===== config.mk =====
export PLATFORM = sky130hd
export DESIGN_NAME = keypad_entry
export DESIGN_NICKNAME = d
export VERILOG_FILES = /design/src/rtl/keypad_entry.sv
export SDC_FILE = /design/constraint.sdc
export NUM_CORES = 1
export LEC_CHECK = 0
export ABC_CLOCK_PERIOD_IN_PS = 2000
export BUFFER_PORTS_ARGS = -buffer_cell sky130_fd_sc_hd__buf_2
export CAP_MARGIN = 10
export CORE_MARGIN = 4
export CORE_UTILIZATION = 25
export CTS_CLUSTER_SIZE = 16
export DETAILED_ROUTE_END_ITERATION = 10
export PLACE_DENSITY = 0.46
export REMOVE_ABC_BUFFERS = 1
export SYNTH_ARGS = -nofsm -noshare
export SYNTH_HDL_FRONTEND = slang
export SYNTH_SLANG_ARGS = --single-unit
export TNS_END_PERCENT = 50

===== constraint.sdc =====
create_clock -name clk -period 2 [get_ports clk]
set_input_delay 0.4 -clock clk [delete_from_list [all_inputs] [get_ports clk]]
set_output_delay 0.4 -clock clk [all_outputs]
set_load 0.03 [all_outputs]

===== src/rtl/keypad_entry.sv =====
// keypad_entry: per-window debounce of the keypad scanner output and a 4-digit hex entry register.
// Optional auto-repeat of a held key is built when KEYPAD_AUTOREPEAT_EN is defined.
module keypad_entry #(
    parameter int WINDOW_TICKS     = 500000,
    parameter int DEBOUNCE_WINDOWS = 2,
    parameter int REPEAT_DELAY     = 100,
    parameter int REPEAT_PERIOD    = 20
) (
    input  logic        clk,
    input  logic        rst_n,
    input  logic [3:0]  key,
    input  logic [3:0]  row,
    input  logic        clear,
    output logic        key_valid,
    output logic [3:0]  key_code,
    output logic [15:0] value,
    output logic [2:0]  digits,
    output logic        pressed
);

    localparam int WIN_W = (WINDOW_TICKS > 1) ? $clog2(WINDOW_TICKS) : 1;
    localparam logic [WIN_W-1:0] WIN_LAST   = WIN_W'(WINDOW_TICKS - 1);
    localparam logic [3:0]       AGREE_LAST = 4'(DEBOUNCE_WINDOWS - 1);

    typedef enum logic [0:0] {
        IDLE = 1'b0,
        HELD = 1'b1
    } state_t;

    // Debounce state, kept as a named signal so checkers can bind to it.
    state_t state;

    logic [WIN_W-1:0] win_cnt;
    logic             seen_low;
    logic             row_low;
    logic             terminal;
    logic             win_pressed;
    logic [3:0]       agree;

    assign row_low     = (row != 4'hF);
    assign terminal    = (win_cnt == WIN_LAST);
    assign win_pressed = seen_low | row_low;

    // A window counts as pressed if any scan column reported a low row during it,
    // so one full column sweep must fit inside WINDOW_TICKS.
    always_ff @(posedge clk) begin
        if (!rst_n) begin
            win_cnt  <= '0;
            seen_low <= 1'b0;
        end else if (terminal) begin
            win_cnt  <= '0;
            seen_low <= 1'b0;
        end else begin
            win_cnt <= win_cnt + 1'b1;
            if (row_low) begin
                seen_low <= 1'b1;
            end
        end
    end

`ifdef KEYPAD_AUTOREPEAT_EN
    localparam int REP_MAX = (REPEAT_DELAY > REPEAT_PERIOD) ? REPEAT_DELAY : REPEAT_PERIOD;
    localparam int REP_W   = $clog2(REP_MAX + 1);
    localparam logic [REP_W-1:0] REP_DELAY_LAST  = REP_W'(REPEAT_DELAY - 1);
    localparam logic [REP_W-1:0] REP_PERIOD_LAST = REP_W'(REPEAT_PERIOD - 1);

    logic [REP_W-1:0] rep_cnt;
    logic             rep_armed;
    logic             rep_fire;

    // Before the first repeat the count runs to REPEAT_DELAY, afterwards to REPEAT_PERIOD.
    assign rep_fire = rep_armed ? (rep_cnt == REP_PERIOD_LAST) : (rep_cnt == REP_DELAY_LAST);
`else
    logic unused_repeat_cfg;
    assign unused_repeat_cfg = (REPEAT_DELAY != REPEAT_PERIOD);
`endif

    // key_valid is a one-cycle strobe with no back-pressure: key_code is stable from
    // that cycle on, and the consumer must take the event in the cycle it is high.
    always_ff @(posedge clk) begin
        if (!rst_n) begin
            state     <= IDLE;
            agree     <= 4'd0;
            pressed   <= 1'b0;
            key_valid <= 1'b0;
            key_code  <= 4'd0;
`ifdef KEYPAD_AUTOREPEAT_EN
            rep_cnt   <= '0;
            rep_armed <= 1'b0;
`endif
        end else begin
            key_valid <= 1'b0;
            if (terminal) begin
                case (state)
                    IDLE: begin
                        if (win_pressed) begin
                            if (agree == AGREE_LAST) begin
                                state     <= HELD;
                                agree     <= 4'd0;
                                pressed   <= 1'b1;
                                key_code  <= key;
                                key_valid <= 1'b1;
`ifdef KEYPAD_AUTOREPEAT_EN
                                rep_cnt   <= '0;
                                rep_armed <= 1'b0;
`endif
                            end else begin
                                agree <= agree + 4'd1;
                            end
                        end else begin
                            agree <= 4'd0;
                        end
                    end
                    HELD: begin
                        if (!win_pressed) begin
                            if (agree == AGREE_LAST) begin
                                state   <= IDLE;
                                agree   <= 4'd0;
                                pressed <= 1'b0;
                            end else begin
                                agree <= agree + 4'd1;
                            end
`ifdef KEYPAD_AUTOREPEAT_EN
                            rep_cnt   <= '0;
                            rep_armed <= 1'b0;
`endif
                        end else begin
                            agree <= 4'd0;
`ifdef KEYPAD_AUTOREPEAT_EN
                            if (rep_fire) begin
                                key_valid <= 1'b1;
                                key_code  <= key;
                                rep_cnt   <= '0;
                                rep_armed <= 1'b1;
                            end else begin
                                rep_cnt <= rep_cnt + 1'b1;
                            end
`endif
                        end
                    end
                    default: begin
                        state <= IDLE;
                        agree <= 4'd0;
                    end
                endcase
            end
        end
    end

    // clear takes priority over a coincident key event; the event itself is not suppressed.
    always_ff @(posedge clk) begin
        if (!rst_n) begin
            value  <= 16'd0;
            digits <= 3'd0;
        end else if (clear) begin
            value  <= 16'd0;
            digits <= 3'd0;
        end else if (key_valid) begin
            value  <= {value[11:0], key_code};
            digits <= (digits == 3'd4) ? 3'd4 : digits + 3'd1;
        end
    end

endmodule


==> run_results.csv <==
group,metric,value,unit
synth,synth_flop_cell,"dfxtp_1",
grt,grt_pass1_vias,1636,
grt,busiest_layer,"met2",
grt,grt_util_met2,14.9,%
routing,drt-pass1-iter-count,4,
routing,wl,4400,um
finish,n_antenna_cell,0,
die,initial_core_util,25.9,%
finish,nFillCells,888,
clock_tree,htreeDepth,2,
worst_setup_path,endpoint_kind,"flip-flop",
worst_setup_path,crit_type,"reg -> reg",
placement,gp_congestion,0.725,
finish,drive_gt1_share,23.2,%
clock_tree,cts_hold_buf,0,
synth,synth_area_leaders,"dfxtp_1 47%, mux2i_1 10%, nor2_1 7.9%, xor2_1 4.1%, xnor2_1 3.3%",
worst_setup_path,cp-start-kind,"flip-flop",
clock_tree,numCtsBuffers,5,
timing,clock_skew,9.24,ps
timing,finalSetupTns,0,ps
grt,antenna_found_initial,0,
pwr,p_seq_share,57.6,%
pwr,p_sw_share,20.4,%
finish,stdcell_count,376,
synth,synth_top_area_share,46.8,%
routing,wl_per_cell,11.7,um
grt,grt_pass1_wl,7750,um
timing,slew_headroom,68.7,%
clock_tree,cts.sinks,50,
synth,yosysMostFrequentCell,"dfxtp_1",
synth,synthTopCellsByCount,"50 x dfxtp_1, 45 x nor2_1, 22 x mux2i_1",
die,die_h,101,um
pwr,p_switching,0.357,mW
grt,grt_use_met3,3.04,%
worst_setup_path,slowest_stage,"or3_4",
placement,hpwl,3340,um
finish,fin_util,31.7,%
timing,setup_viol,0,
timing,worstMarginPinSlew,467,ps
routing,drtIter0Drc,29,
synth,ys_seq_area_share,46.8,%
pwr,p_clk_share,39.7,%
grt,grt_usage,9.45,%
worst_setup_path,crit_fanout,8,
clock_tree,root_buffer,"clkbuf_8",
synth,synth.avg_cell_area,9.56,um^2
synth,synth_edf_count,0,
grt,grt_overflow,0,
pwr,comb_power_share,2.7,%
timing,rsz0062_at_grt,"no",
die,ioPinCount,36,
job,drv_cap,0,
placement,portBuffers,35,
synth,ys_types,38,
synth,netlist_area,2140,um^2
synth,async_flop_share,0,%
synth,yosysWarnings,0,
min_path,hp-class,"in -> reg",
finish,area_growth,22.3,%
worst_setup_path,worst_ep_arrival_time,2020,ps
synth,syn_inst,224,
finish,design_area,2620,um^2
routing,drc,0,
synth,yosysTopAreaCell,"dfxtp_1",
worst_setup_path,cp.required,2190,ps
pwr,p_leak,0.973,nW
die,fp-row-count,33,
pwr,p_per_area,669,nW/um^2
clock_tree,cts_max_path_buffers,2,
grt,use_met1,12.5,%
synth,ys_seq_elements,50,
pwr,p_int,1.39,mW
grt,grt_start_max_net_pins,20,
routing,antenna_left,0,
timing,min_period_over_period,91.3,%
clock_tree,path_clk_slew,90,ps
clock_tree,cts_tree,"done",
run_status,status,"completed",
placement,placedCellCount,367,
worst_setup_path,reg2reg_slack,170,ps
timing,finalHoldViolations,0,
routing,num_vias,1632,
timing,slew_violations,0,
worst_setup_path,path_cells,"ha_2, and4_1, nand2_1, or3_4, nand2_2, buf_4, nor2_1",
die,core-area,8260,um^2
die,die_area,10100,um^2
finish,fin_nets,286,
placement,placed_cell_area,2490,um^2
worst_setup_path,cp_slowest_stage_delay,400,ps
pwr,peakVddDrop,0.284,mV
die,die_w,101,um
timing,fmax,0.547,GHz
routing,via_per_inst,4.34,
timing,holdWs,335,ps
timing,finalCriticalPeriod,1830,ps
clock_tree,clkLatencyLatePin,300,ps
path summary, 6_finish.rpt:
kind                    from           to  depth (start not counted)
setup reg to reg  win_cnt[0]  win_cnt[15]                          7
hold / removal        key[2]  key_code[2]                          3
setup / recovery  win_cnt[0]  win_cnt[15]                          7
hold reg to reg   win_cnt[0]   win_cnt[0]                          1
sequential cells by signal (all words and copies together) (netlist names), named ones only:
signal,flops
digits,3
pressed,1
agree,4
value,16
seen_low,1
win_cnt,19
key_code,4
key_valid,1
layout make-up:
cell class	count	area (um^2)	area share, %
timing repair buffer	46	270	10.3
tap	105	131	5.02
clock inverter	2	37.5	1.43
multi-input combinational	159	1080	41.1
sequential	50	1000	38.2
clock buffer	6	72.6	2.77
inverter	8	30.0	1.15
stage by stage:
stage / setup WS (ps) / total power, mW
CTS: 36.1 / 1.78
finish: 173 / 1.75
detailed placement: 65.4 / 1.08
global route: 31.1 / 1.84
floorplan: 256 / 1.05
global placement: 136 / 1.08
layer usage:
metal  vias to the layer above  part of all wire (%)
met5                         -                     0
met4                         0                  0.91
met3                         2                   4.6
met2                        29                    44
met1                       739                    50
li1                        862                     -
worst max-delay path, delay by kind of cell, from the launching register on:
family | cells | cell delay (ps)
simple gates | 5 | 950
flops | 1 | 380
fa+ha+maj | 1 | 220
buf+inv | 1 | 180
repair_timing:
action,in CTS,in global routing
setup buffers,0,1
gates resized for setup,0,3
endpoints found under the setup margin,0,19
layout by cell type, fill, tap and decap left out, types with 2 or more instances in the layout:
master / instances
a21oi_1: 3
and3_1: 2
and4_1: 3
buf_2: 35
buf_4: 10
clkbuf_8: 5
dfxtp_1: 50
ha_1: 4
inv_1: 7
mux2i_1: 22
nand2_1: 14
nand3_1: 7
nand4_1: 7
nor2_1: 45
nor3_1: 8
nor4_1: 3
o22ai_1: 2
o2bb2ai_1: 2
o31ai_1: 2
xnor2_1: 8
xor2_1: 10
power groups by stage:
stage	sequential, mW	combinational (mW)	clock [mW]
final	1.01	0.0472	0.696
after detailed placement	1.03	0.0480	0
after global placement	1.03	0.0483	0
after floorplan	1.03	0.0216	0
after global routing	1.01	0.0541	0.775
after CTS	1.01	0.0484	0.729
logic make-up after synthesis:
logic type | after synthesis | synth area share (%)
compound gates | 13 | 4.44
fa+ha+maj | 5 | 2.92
flops | 50 | 46.8
mux | 23 | 10.8
xor+xnor | 18 | 7.36
simple gates | 100 | 24.0
buf+inv | 15 | 3.68
(Power assumes the default switching activity.)
